File: src/rtl/bus_reg_pkg.sv
// -----------------------------------------------------------------------------
// bus_reg_pkg
// Purpose : Shared constants, FSM state encoding and a small address helper for
//           the bus register writer and its register bank.
// Contents: NUM_REGS, DATA_W, ADDR_W, CNT_W, BEAT_CNT_MAX, state_t, addr_inc()
// -----------------------------------------------------------------------------
package bus_reg_pkg;

    localparam int NUM_REGS = 8;
    localparam int DATA_W   = 16;
    localparam int ADDR_W   = 3;
    localparam int CNT_W    = 8;

    localparam logic [CNT_W-1:0] BEAT_CNT_MAX = 8'd255;

    typedef enum logic [1:0] {
        ST_IDLE  = 2'd0,
        ST_BURST = 2'd1,
        ST_DONE  = 2'd2
    } state_t;

    // Register index advance; the natural 3-bit wrap gives modulo-8 order.
    function automatic logic [ADDR_W-1:0] addr_inc(input logic [ADDR_W-1:0] a);
        return a + 1'b1;
    endfunction

endpackage

File: src/rtl/reg_bank8.sv
// -----------------------------------------------------------------------------
// reg_bank8
// Purpose : 8 x 16-bit register file with a single indexed write port. Every
//           entry is exposed in parallel so an external 8-to-1 bus mux can read
//           any of them without a read port.
// Ports   : clk      - rising-edge clock
//           reset_n  - synchronous active-low reset, clears all entries
//           we_i     - write enable
//           waddr_i  - index of the entry to write
//           wdata_i  - write data
//           regs_o   - all entries, regs_o[0] is entry 0
// -----------------------------------------------------------------------------
module reg_bank8
    import bus_reg_pkg::*;
(
    input  logic                             clk,
    input  logic                             reset_n,
    input  logic                             we_i,
    input  logic [ADDR_W-1:0]                waddr_i,
    input  logic [DATA_W-1:0]                wdata_i,
    output logic [NUM_REGS-1:0][DATA_W-1:0]  regs_o
);

    // Flops rather than a RAM array: all eight entries must be visible at once.
    genvar gi;
    generate
        for (gi = 0; gi < NUM_REGS; gi++) begin : g_reg
            logic [DATA_W-1:0] entry_q;

            always_ff @(posedge clk) begin
                if (!reset_n) begin
                    entry_q <= '0;
                end else if (we_i && (waddr_i == ADDR_W'(gi))) begin
                    entry_q <= wdata_i;
                end
            end

            assign regs_o[gi] = entry_q;
        end
    endgenerate

endmodule

File: src/rtl/bus_reg_writer.sv
// -----------------------------------------------------------------------------
// bus_reg_writer
// Purpose : Accepts a write request (start index + burst length), then writes
//           each valid Bus beat into consecutive registers of an 8-entry bank,
//           wrapping 7 -> 0. Flags stray beats and counts written beats.
// Ports   : clk, reset_n         - clock, synchronous active-low reset
//           Bus                  - 16-bit write data beat
//           Dst                  - starting register index
//           burst_len            - beats minus one
//           wr_req               - start a transaction (ignored while busy)
//           bus_valid            - Bus carries a beat this cycle
//           reg_Out1..reg_Out8   - register contents (index 0..7)
//           busy                 - transaction in progress (BURST or DONE)
//           wr_done              - one-cycle pulse after the final beat
//           stray_err            - one-cycle pulse for a beat seen while idle
//           beat_count           - saturating count of written beats
// -----------------------------------------------------------------------------
module bus_reg_writer
    import bus_reg_pkg::*;
(
    input  logic              clk,
    input  logic              reset_n,
    input  logic [DATA_W-1:0] Bus,
    input  logic [ADDR_W-1:0] Dst,
    input  logic [ADDR_W-1:0] burst_len,
    input  logic              wr_req,
    input  logic              bus_valid,
    output logic [DATA_W-1:0] reg_Out1,
    output logic [DATA_W-1:0] reg_Out2,
    output logic [DATA_W-1:0] reg_Out3,
    output logic [DATA_W-1:0] reg_Out4,
    output logic [DATA_W-1:0] reg_Out5,
    output logic [DATA_W-1:0] reg_Out6,
    output logic [DATA_W-1:0] reg_Out7,
    output logic [DATA_W-1:0] reg_Out8,
    output logic              busy,
    output logic              wr_done,
    output logic              stray_err,
    output logic [CNT_W-1:0]  beat_count
);

    state_t                          state_q;
    logic [ADDR_W-1:0]               addr_q;
    logic [ADDR_W-1:0]               beats_left_q;
    logic                            busy_q;
    logic                            wr_done_q;
    logic                            stray_err_q;
    logic [CNT_W-1:0]                beat_count_q;
    logic [CNT_W-1:0]                beat_count_d;
    logic                            beat_we;
    logic [NUM_REGS-1:0][DATA_W-1:0] bank_regs;

    // A beat is written only while bursting; idle and done beats never land.
    assign beat_we = (state_q == ST_BURST) && bus_valid;

    always_comb begin
        beat_count_d = beat_count_q;
        if (beat_we && (beat_count_q != BEAT_CNT_MAX)) begin
            beat_count_d = beat_count_q + 1'b1;
        end
    end

    always_ff @(posedge clk) begin
        if (!reset_n) begin
            state_q      <= ST_IDLE;
            addr_q       <= '0;
            beats_left_q <= '0;
            busy_q       <= 1'b0;
            wr_done_q    <= 1'b0;
            stray_err_q  <= 1'b0;
            beat_count_q <= '0;
        end else begin
            wr_done_q    <= 1'b0;
            stray_err_q  <= 1'b0;
            beat_count_q <= beat_count_d;
            case (state_q)
                ST_IDLE: begin
                    // A request wins over a simultaneous beat: that beat is
                    // dropped silently rather than reported as stray.
                    if (wr_req) begin
                        addr_q       <= Dst;
                        beats_left_q <= burst_len;
                        state_q      <= ST_BURST;
                        busy_q       <= 1'b1;
                    end else if (bus_valid) begin
                        stray_err_q  <= 1'b1;
                    end
                end
                ST_BURST: begin
                    if (bus_valid) begin
                        addr_q <= addr_inc(addr_q);
                        if (beats_left_q == '0) begin
                            state_q   <= ST_DONE;
                            wr_done_q <= 1'b1;
                        end else begin
                            beats_left_q <= beats_left_q - 1'b1;
                        end
                    end
                end
                ST_DONE: begin
                    state_q <= ST_IDLE;
                    busy_q  <= 1'b0;
                end
                default: begin
                    state_q <= ST_IDLE;
                    busy_q  <= 1'b0;
                end
            endcase
        end
    end

    reg_bank8 u_bank (
        .clk     (clk),
        .reset_n (reset_n),
        .we_i    (beat_we),
        .waddr_i (addr_q),
        .wdata_i (Bus),
        .regs_o  (bank_regs)
    );

    assign reg_Out1   = bank_regs[0];
    assign reg_Out2   = bank_regs[1];
    assign reg_Out3   = bank_regs[2];
    assign reg_Out4   = bank_regs[3];
    assign reg_Out5   = bank_regs[4];
    assign reg_Out6   = bank_regs[5];
    assign reg_Out7   = bank_regs[6];
    assign reg_Out8   = bank_regs[7];
    assign busy       = busy_q;
    assign wr_done    = wr_done_q;
    assign stray_err  = stray_err_q;
    assign beat_count = beat_count_q;

endmodule

File: config.mk
export PLATFORM = sky130hd
export DESIGN_NAME = bus_reg_writer
export DESIGN_NICKNAME = d
export VERILOG_FILES = /design/src/rtl/bus_reg_pkg.sv /design/src/rtl/reg_bank8.sv /design/src/rtl/bus_reg_writer.sv
export SDC_FILE = /design/constraint.sdc
export NUM_CORES = 1
export LEC_CHECK = 0
export CAP_MARGIN = 20
export CELL_PAD_IN_SITES_DETAIL_PLACEMENT = 1
export CELL_PAD_IN_SITES_GLOBAL_PLACEMENT = 1
export CORE_MARGIN = 5
export CORE_UTILIZATION = 30
export DETAILED_ROUTE_END_ITERATION = 8
export GPL_TIMING_DRIVEN = 0
export PLACE_DENSITY_LB_ADDON = 0.1
export SETUP_SLACK_MARGIN = 0.3
export SLEW_MARGIN = 25
export SYNTH_ARGS = -nofsm -noshare
export SYNTH_HDL_FRONTEND = slang
export SYNTH_SLANG_ARGS = --single-unit
File: constraint.sdc
create_clock -name clk -period 1.4 [get_ports clk]
set_clock_uncertainty 0.1 [all_clocks]
set_input_delay 0.28 -clock clk [delete_from_list [all_inputs] [get_ports clk]]
set_output_delay 0.28 -clock clk [all_outputs]
set_load 0.02 [all_outputs]
### Yosys cells after proc, flatten, opt, wreduce, memory -nomap -nowiden

Cells that the tools add are included.

| operators by class | value |
|---|---|
| add/sub/neg operators | 3 |
| $mul | 0 |
| divide/modulo/power cells | 0 |
| $lt $le $gt $ge | 0 |
| equality and inequality tests | 13 |
| shift-type cells | 0 |
| mux-type cells | 15 |
| bitwise operators | 3 |
| reductions and logical operators | 20 |

Operator list:

| cell | number |
|---|---|
| 2-to-1 mux 3 bit | 5 |
| == test 3 bit (second input constant) | 4 |
| one-hot mux 3 bit (2 select lines) | 2 |
| logical AND 1 bit | 10 |
| AND reduction 3 bit | 3 |
| adder 8 x 1 -> 8 bit (second input constant) | 1 |
| != test 8 bit (second input constant) | 1 |
| == test 3 x 2 -> 1 bit (second input constant) | 2 |
| logical NOT 3 bit | 2 |
| 2-to-1 mux 2 bit | 3 |
| != test 2 bit (second input constant) | 3 |
| one-hot mux 2 bit (2 select lines) | 1 |
| AND reduction 4 bit | 1 |
| adder 3 x 1 -> 3 bit (second input constant) | 1 |
| == test 3 x 1 -> 1 bit (second input constant) | 1 |
| 2-to-1 mux 1 bit | 3 |
| inverter 1 bit | 3 |
| OR reduction 3 bit | 1 |
| subtractor 3 x 1 -> 3 bit (second input constant) | 1 |
| == test 2 x 1 -> 1 bit (second input constant) | 1 |
| logical NOT 2 bit | 1 |
| != test 2 x 1 -> 1 bit (second input constant) | 1 |
| one-hot mux 1 bit (2 select lines) | 1 |
| AND reduction 2 bit | 1 |
| nonzero test 2 bit | 1 |

| word-level totals | value |
|---|---|
| flip-flop bits (word level) | 147 |
| latch bits | 0 |
| RAM bits | 0 |
| ROM bits | 0 |
| bits of input ports | 26 |
| output and inout port bits | 139 |
| logic and storage cells | 69 |
| memories | 0 |

### Longest topological paths before layout

Gate-level depths: netlist of run 1.

| depth | value |
|---|---|
| depth in word-level cells | 4 |
| mapped depth | 7 |
| depth with buffers taken out | 6 |

### Hierarchy

A second synthesis of run 1 with hierarchy kept.

| second synthesis, totals | value |
|---|---|
| cell total of the unflattened synthesis | 551 |
| area, all modules | 5579.1 µm² |

By module, submodules not included:

| module | instances | cells each | area each (µm²) | sequential area each (µm²) |
|---|---|---|---|---|
| reg_bank8 | 1 | 439 | 4628.2 | 2562.5 |
| bus_reg_writer | 1 | 112 | 950.9 | 380.4 |

### Worst setup path after synthesis of run 1

Ideal clock, no wire load.

| timing | value |
|---|---|
| path kind | flip-flop to flip-flop |
| start | register beat_count_q[0], in the netlist beat_count[0] |
| end | register beat_count_q[6], in the netlist beat_count[6] |
| setup time | 0.060 ns |
| arrival | 1.422 ns |
| required time | 1.240 ns |
| path slack | -0.182 ns |
| cell stages (with the launch flop) | 6 |
| buffers on the path | 0 |
| period minus slack after synthesis | 1.582 ns |
| cell sequence | dfxtp_1 ha_1 nand3_1 nor3_1 a31o_2 and3_1 |

| on the way | value |
|---|---|
| longest elaborated chain between the ends | 2 |
| elaborated cells between the ends (all ways) | 3 |
| those cells by class | 1 x add/sub; 1 x eq/ne; 1 x reduce/logical |

RTL lines:

| element | line | RTL |
|---|---|---|
| start: declaration | bus_reg_writer.sv:48 | `logic [CNT_W-1:0] beat_count_q;` |
| start signal: assignment | bus_reg_writer.sv:75 | `beat_count_q <= beat_count_d;` |
| parallel branches: the longest is 2 deep, another holds adder 8 x 1 -> 8 bit | -- |  |

Parallel ways; which one is timed is not known.
A chain may end at the register's enable or synchronous reset.

### Worst setup path in the final report of run 1

| timing | value |
|---|---|
| start | register state_q[1] |
| end | register u_bank.g_reg[6].entry_q[8] |

| on the way | value |
|---|---|
| longest elaborated chain between the ends | 3 |

RTL lines:

| element | line | RTL |
|---|---|---|
| start: declaration | bus_reg_writer.sv:42 | `state_t state_q;` |
| start signal: assignment | bus_reg_writer.sv:65 | `state_q <= ST_IDLE;` |
| start signal: assignment | bus_reg_writer.sv:83 | `state_q <= ST_BURST;` |
| start signal: assignment | bus_reg_writer.sv:93 | `state_q <= ST_DONE;` |
| == test 2 x 1 -> 1 bit | bus_reg_writer.sv:54 | `assign beat_we = (state_q == ST_BURST) && bus_valid;` |
| logical AND 1 bit | bus_reg_writer.sv:54 |  |
| logical AND 1 bit | reg_bank8.sv:33 | `end else if (we_i && (waddr_i == ADDR_W'(gi))) begin` |
| end signal: assignment | reg_bank8.sv:34 | `entry_q <= wdata_i;` |
| end: declaration | reg_bank8.sv:28 | `logic [DATA_W-1:0] entry_q;` |

Every way passes these cells.

==> results.cfg, run 1 <==
[pwr]
total_power_w = 0.0105
ir_worst_vdd_mv = 0.902
leakage_nw = 4.60
p_per_area_nw_per_um2 = 939

[final_layout]
area_delta_synth_final_pct = 102
multi_input_area_um2 = 3660
num-fill-cells = 1944
final_cell_mix = buf_6, nand2_1, dfxtp_2, a21oi_2, buf_4
ff_latch_area_um2 = 3180
layout_commonest_cell = buf_6
fin_util_pct = 61.9
antenna_cells = 0
nNetsFinal = 1020
drive_gt1_share_pct = 78.4

[timing]
slew_violations = 0
setup_viol = 132
setup_ws_ns = -0.196
finalCriticalPeriod_ns = 1.60
hold_ws_ns = 0.140
maxSlewHeadroom_pct = 46.0
worst-slew-pin-transition_ns = 0.810
fin_crit_sh_pct = 114
max_freq_ghz = 0.627
hold_viol = 0
grt_setup_unrepaired = yes

[clock_network]
cts_tree = done
clk_pin_slew_ns = 0.06
cts_buffers = 17
clk_latency_ns = 0.42
postCtsHoldBufs = 0
cts_sinks = 147
cts_max_level = 4
clockRootBuffer = clkbuf_16
clockBufferDepth = 2

[synthesis]
synth_cell_type_count = 41
yosys.area.top_type = dfxtp_1
syn-num-nets = 733
ys_seq_area_share_pct = 53.2
synth_cells = 698
synth_seq_cells = 147
synth_top_area_share_pct = 53.2
synth.avg_cell_area_um2 = 7.92
yosysWarnings = 0
netlist_area_um2 = 5530
synth.area.top_cells = dfxtp_1, nand2_1, a21oi_1

[floorplanning]
coreArea_um2 = 18100
rows = 49
initial_core_util_pct = 30.6
ios = 165
fp.dieW_um = 146
die_y_um = 146
dieArea_um2 = 21300

[global_route]
grt.total_usage_pct = 22.0
grt_max_degree = 17
grt_overflow = 0
grt_pass1_vias = 6523
grt_antenna_before_repair = 0
grt_first_pass_wirelength_um = 36800

[critical_path]
ff2ff_path_depth = 6
r2r_start = state_q[1]$_SDFFE_PN0P_
r2r_slack_ns = -0.20
startpoint_type = flip-flop
crit_fanout = 5
reg2reg_to = u_bank.g_reg[6].entry_q[8]$_SDFFE_PN0P_
arrival_ns = 1.83
end_kind = flip-flop
cp.required_ns = 1.64
path_class = reg2reg

[detailed_routing]
avgViaCountPerCell = 5.06
drcViolationCount = 0
drtIter0Drc = 215
num_vias = 6203
finalWirelength_um = 27100
ant_nets = 0
firstDrtPassIters = 5
wl_per_cell_um = 22.1

[place]
io_buffers = 148
place.gp.congestion = 0.749
dp_slack_ns = -1.05
dpl.hpwl_um = 15500

[job]
drv_cap = 0

[worst_hold_path]
whs_path_depth = 3
worstHoldStart = Bus[0]
hp-class = in2reg
min_to = u_bank.g_reg[5].entry_q[0]$_SDFFE_PN0P_

[outcome]
violations = negative setup slack
status = finished with violations
-- report_power, final --
part | switching (W) | total [W] | leakage [nW] | internal (W)
registers | 0.0000922 | 0.00434 | 1.27 | 0.00425
clock network | 0.00191 | 0.00465 | 0.286 | 0.00273
logic | 0.000848 | 0.00152 | 3.05 | 0.000669
total | 0.00285 | 0.0105 | 4.60 | 0.00765
-- Yosys cell counts --
library cell and instances:
o21a_1 1, or2_2 1, nand2b_1 4, o211ai_1 1, inv_1 7, nor2b_1 1, a21oi_1 137, and2_1 2
buf_2 32, nor2_1 11, nand3_1 11, clkbuf_1 16, and3_1 9, inv_2 1, nand2_1 264, o2111a_1 1
buf_6 4, a21oi_2 1, mux2i_1 1, o41ai_1 1, ha_1 9, clkbuf_2 4, and3b_1 1, nor4bb_1 1
and2_4 1, a211oi_1 4, or3_1 1, xor2_1 1, o32ai_1 1, a21boi_0 1, a31oi_1 2, o21ai_0 5
and2b_1 1, buf_4 3, nand4b_1 1, nor3_1 4, nand4_1 1, o211a_1 2, nor4_1 1, a31o_2 1
dfxtp_1 147
-- cell families (layout without fill, tap and decap cells) --
kind of cell               after synthesis  in the layout  synth area share, %
AOI/OAI and AO/OA                      158            158                 15.2
xor gates and xnor gates                 1              1                0.158
adders and majority gates                9              9                 2.04
buffers and inverters                   67            367                 6.11
DFF                                    147            147                 53.2
muxes                                    1              1                0.181
and+or+nand+nor                        315            315                 23.1
-- worst max-delay path, stage by stage (launching register included) --
cell,delay (ns)
dfxtp_4,0.37
and2b_4,0.32
and3_4,0.23
buf_8,0.13
buf_8,0.13
nand2_1,0.07
a21oi_1,0.16
-- final cells by class --
| type | instances | area share (%) |
|---|---|---|
| Timing Repair Buffer | 268 | 25.5 |
| Multi-Input combinational cell | 484 | 32.7 |
| Buffer | 59 | 5.30 |
| Tap cell | 229 | 2.56 |
| Clock buffer | 20 | 4.09 |
| Inverter | 8 | 0.313 |
| Sequential cell | 147 | 28.4 |
| Clock inverter | 12 | 1.15 |
-- flip-flops by register name, summed over array words and instances (netlist names) --
name              count
addr_q                3
beat_count            8
beats_left_q          3
busy                  1
state_q               2
stray_err             1
u_bank.g.entry_q    128
wr_done               1
-- per-stage QoR --
| step | cell area [µm²] | TNS [ns] | cells |
|---|---|---|---|
| after global routing | 11200 | -22.17 | 1227 |
| final | 11200 | -16.07 | 1227 |
| after detailed placement | 7700 | -100.96 | 1075 |
| after CTS | 9900 | -9.46 | 1175 |
| after floorplan | 5930 | 0 | 698 |
| after global placement | 7700 | -93.51 | 1075 |
-- layer usage --
layer	GRT usage (%)	part of all wire, %	up-vias
li1	-	-	2861
met1	25.9	40	3120
met2	39.6	53	183
met3	4.58	4.5	39
met4	7.64	2.4	0
met5	0	0	-
-- worst max path at each step --
stage	start	endpoint	slack [ns]	cells after the start
after floorplan	beats_left_q[0]$_SDFFE_PN0P_	beats_left_q[2]$_SDFFE_PN0P_	0.006	6
after global placement	reset_n	u_bank.g_reg[1].entry_q[4]$_SDFFE_PN0P_	-0.99	5
after detailed placement	reset_n	u_bank.g_reg[1].entry_q[6]$_SDFFE_PN0P_	-1.05	5
after CTS	state_q[1]$_SDFFE_PN0P_	u_bank.g_reg[6].entry_q[10]$_SDFFE_PN0P_	-0.12	6
after global routing	state_q[0]$_SDFFE_PN0P_	u_bank.g_reg[0].entry_q[6]$_SDFFE_PN0P_	-0.25	7
final	state_q[1]$_SDFFE_PN0P_	u_bank.g_reg[6].entry_q[8]$_SDFFE_PN0P_	-0.20	6
-- timing repair --
| item | CTS | global route |
|---|---|---|
| pin swaps | 41 | 87 |
| cloned | 10 | 4 |
| resized for setup | 1162 | 243 |
| buffers inserted | 58 | 48 |
| endpoints found under the setup margin | 284 | 286 |
Power figures use the tool's default switching activity.
==> run 2, diff against run 1 <==
--- a/config.mk
+++ b/config.mk
@@ -14,7 +14,6 @@
 export GPL_TIMING_DRIVEN = 0
 export PLACE_DENSITY_LB_ADDON = 0.1
 export SETUP_SLACK_MARGIN = 0.3
-export SLEW_MARGIN = 25
 export SYNTH_ARGS = -nofsm -noshare
 export SYNTH_HDL_FRONTEND = slang
 export SYNTH_SLANG_ARGS = --single-unit
==> results of run 2 <==
No change in the layout: final DEF, timing and power equal those of run 1.
==> run 3, diff against run 2 <==
--- a/config.mk
+++ b/config.mk
@@ -9,7 +9,7 @@
 export CELL_PAD_IN_SITES_DETAIL_PLACEMENT = 1
 export CELL_PAD_IN_SITES_GLOBAL_PLACEMENT = 1
 export CORE_MARGIN = 5
-export CORE_UTILIZATION = 30
+export CORE_UTILIZATION = 36
 export DETAILED_ROUTE_END_ITERATION = 8
 export GPL_TIMING_DRIVEN = 0
 export PLACE_DENSITY_LB_ADDON = 0.1
==> constraint.sdc (replaced) <==
create_clock -name clk -period 2 [get_ports clk]
set_clock_uncertainty 0.1 [all_clocks]
set_input_delay 0.4 -clock clk [delete_from_list [all_inputs] [get_ports clk]]
set_output_delay 0.4 -clock clk [all_outputs]
set_load 0.02 [all_outputs]
==> run 3 against run 2 <==
- the flow now finishes without violations
- global-route usage is 0.58 points lower
- cell area is 30% lower
- first-iteration DRC count is 0.93% lower
- worst hold slack better by 0.077 ns
- clock power is 30% lower
- final cell count is 13% lower
- via count is 13% lower
- sequential share of layout area is 9.2 points higher
- non-clock buffer count is 117 lower
- setup slack better by 0.51 ns
- wire length is 27% lower
- critical path type is now reg2out
- largest cell class is now flip-flops and latches
==> results.cfg, run 3 (synthesis results as in run 1) <==
[final_layout]
layout_commonest_cell = nand2_1
regMostFlops = u_bank.g.entry_q
drive_gt1_share_pct = 13.1
num-fill-cells = 1834
nNetsFinal = 903
largest_reg_flops = 128
area_delta_synth_final_pct = 41.8
final_cells = 1069
antenna_cells = 0
fin_util_pct = 51.8
final_cell_mix = nand2_1, dfxtp_1, a21oi_1, dlygate4sd2_1, buf_2

[clock_network]
postCtsHoldBufs = 0
cts_sinks = 147
clk_latency_ns = 0.42
cts_buffers = 17
cts_max_level = 4
clockRootBuffer = clkbuf_16
clockBufferDepth = 2
cts_tree = done
clk_pin_slew_ns = 0.06

[pwr]
p_per_area_nw_per_um2 = 872
ir_worst_vdd_mv = 0.518
leakage_nw = 3.44

[timing]
hold_viol = 0
tns_ns = 0
grt_setup_unrepaired = yes
slew_violations = 0
setup_viol = 0
finalCriticalPeriod_ns = 1.68
maxSlewHeadroom_pct = 62.0
fin_crit_sh_pct = 84.2
max_freq_ghz = 0.594
hold_ws_ns = 0.217
setup_ws_ns = 0.317
worst-slew-pin-transition_ns = 0.570

[detailed_routing]
wl_per_cell_um = 18.5
ant_nets = 0
finalWirelength_um = 19700
avgViaCountPerCell = 5.05
drtIter0Drc = 213
drcViolationCount = 0
firstDrtPassIters = 4
num_vias = 5402

[critical_path]
cp-startpoint = beat_count[0]$_SDFFE_PN0P_
startpoint_type = flip-flop
r2r_slack_ns = 0.35
cp_num_buf_inv = 1
path_cells = dlygate4sd2_1
crit_end = beat_count[0]
cpMaxStageDelayCell = dfxtp_1
critPathMaxStageDelay_ns = 0.41
arrival_ns = 1.18
critPathTopFamily = flip-flops
reg2reg_to = u_bank.g_reg[2].entry_q[9]$_SDFFE_PN0P_
r2r_start = addr_q[0]$_SDFFE_PN0P_
ff2ff_path_depth = 7
cp.required_ns = 1.50
crit_fanout = 4
path_class = reg2out
end_kind = output port
path_depth = 1

[floorplanning]
fp.dieW_um = 134
initial_core_util_pct = 36.5
die_y_um = 134
rows = 45
ios = 165
coreArea_um2 = 15100
dieArea_um2 = 17900

[worst_hold_path]
hp-class = in2reg

[place]
dp_slack_ns = -0.438
dpl.hpwl_um = 14500
io_buffers = 148
dp.cells = 1034
place.gp.congestion = 0.820

[global_route]
grt_antenna_before_repair = 0
grt_overflow = 0
grt_max_degree = 17
grt.total_usage_pct = 21.4
grt_pass1_vias = 5569
grt_first_pass_wirelength_um = 30000

[outcome]
status = complete, no violations

[job]
drv_cap = 0
[run 3: worst min-delay path by stage]
| stage | startpoint | end | slack (ns) | cells after the start |
|---|---|---|---|---|
| 3_3_place_gp | busy$_SDFFE_PN0P_ | busy$_SDFFE_PN0P_ | 0.34 | 2 |
| 3_5_place_dp | u_bank.g_reg[5].entry_q[1]$_SDFFE_PN0P_ | u_bank.g_reg[5].entry_q[1]$_SDFFE_PN0P_ | 0.35 | 2 |
| 6_report | Bus[15] | u_bank.g_reg[0].entry_q[15]$_SDFFE_PN0P_ | 0.22 | 3 |
| 4_1_cts | Bus[15] | u_bank.g_reg[0].entry_q[15]$_SDFFE_PN0P_ | 0.20 | 3 |
| 2_1_floorplan | beats_left_q[1]$_SDFFE_PN0P_ | beats_left_q[1]$_SDFFE_PN0P_ | 0.36 | 2 |
| 5_1_grt | Bus[15] | u_bank.g_reg[7].entry_q[15]$_SDFFE_PN0P_ | 0.23 | 3 |
[run 3: layout make-up]
cell class / instances / area [µm²] / area share (%)
Buffer: 59 / 364 / 4.64
Clock buffer: 19 / 443 / 5.65
Clock inverter: 13 / 158 / 2.01
Inverter: 8 / 30.0 / 0.383
Multi-Input combinational cell: 484 / 2340 / 29.9
Sequential cell: 147 / 2950 / 37.6
Tap cell: 188 / 235 / 3.00
Timing Repair Buffer: 151 / 1320 / 16.8
[run 3: per-layer routing]
metal / wire [µm] / share of wire [%] / track usage, %
met5: 0 / 0 / 0
met4: 462 / 2.3 / 8.00
met3: 998 / 5.1 / 4.31
met2: 9700 / 49 / 36.6
met1: 8580 / 43 / 26.7
[run 3: per-stage QoR]
step	instance area, µm²	power, W
floorplan	5530	0.00340
global placement	7250	0.00361
detailed placement	7250	0.00363
CTS	7730	0.00685
global route	7840	0.00707
finish	7840	0.00684
[run 3: what timing repair did]
item | 4_1_cts | 5_1_grt
setup buffers | 0 | 3
gates resized for setup | 162 | 44
endpoints found under the hold margin | 0 | 0
endpoints found under the setup margin | 231 | 79
pin swaps | 0 | 0
[run 3: power breakdown]
part           internal, W  switching [W]
clock network      0.00199        0.00126
registers          0.00299      0.0000436
logic             0.000192       0.000367
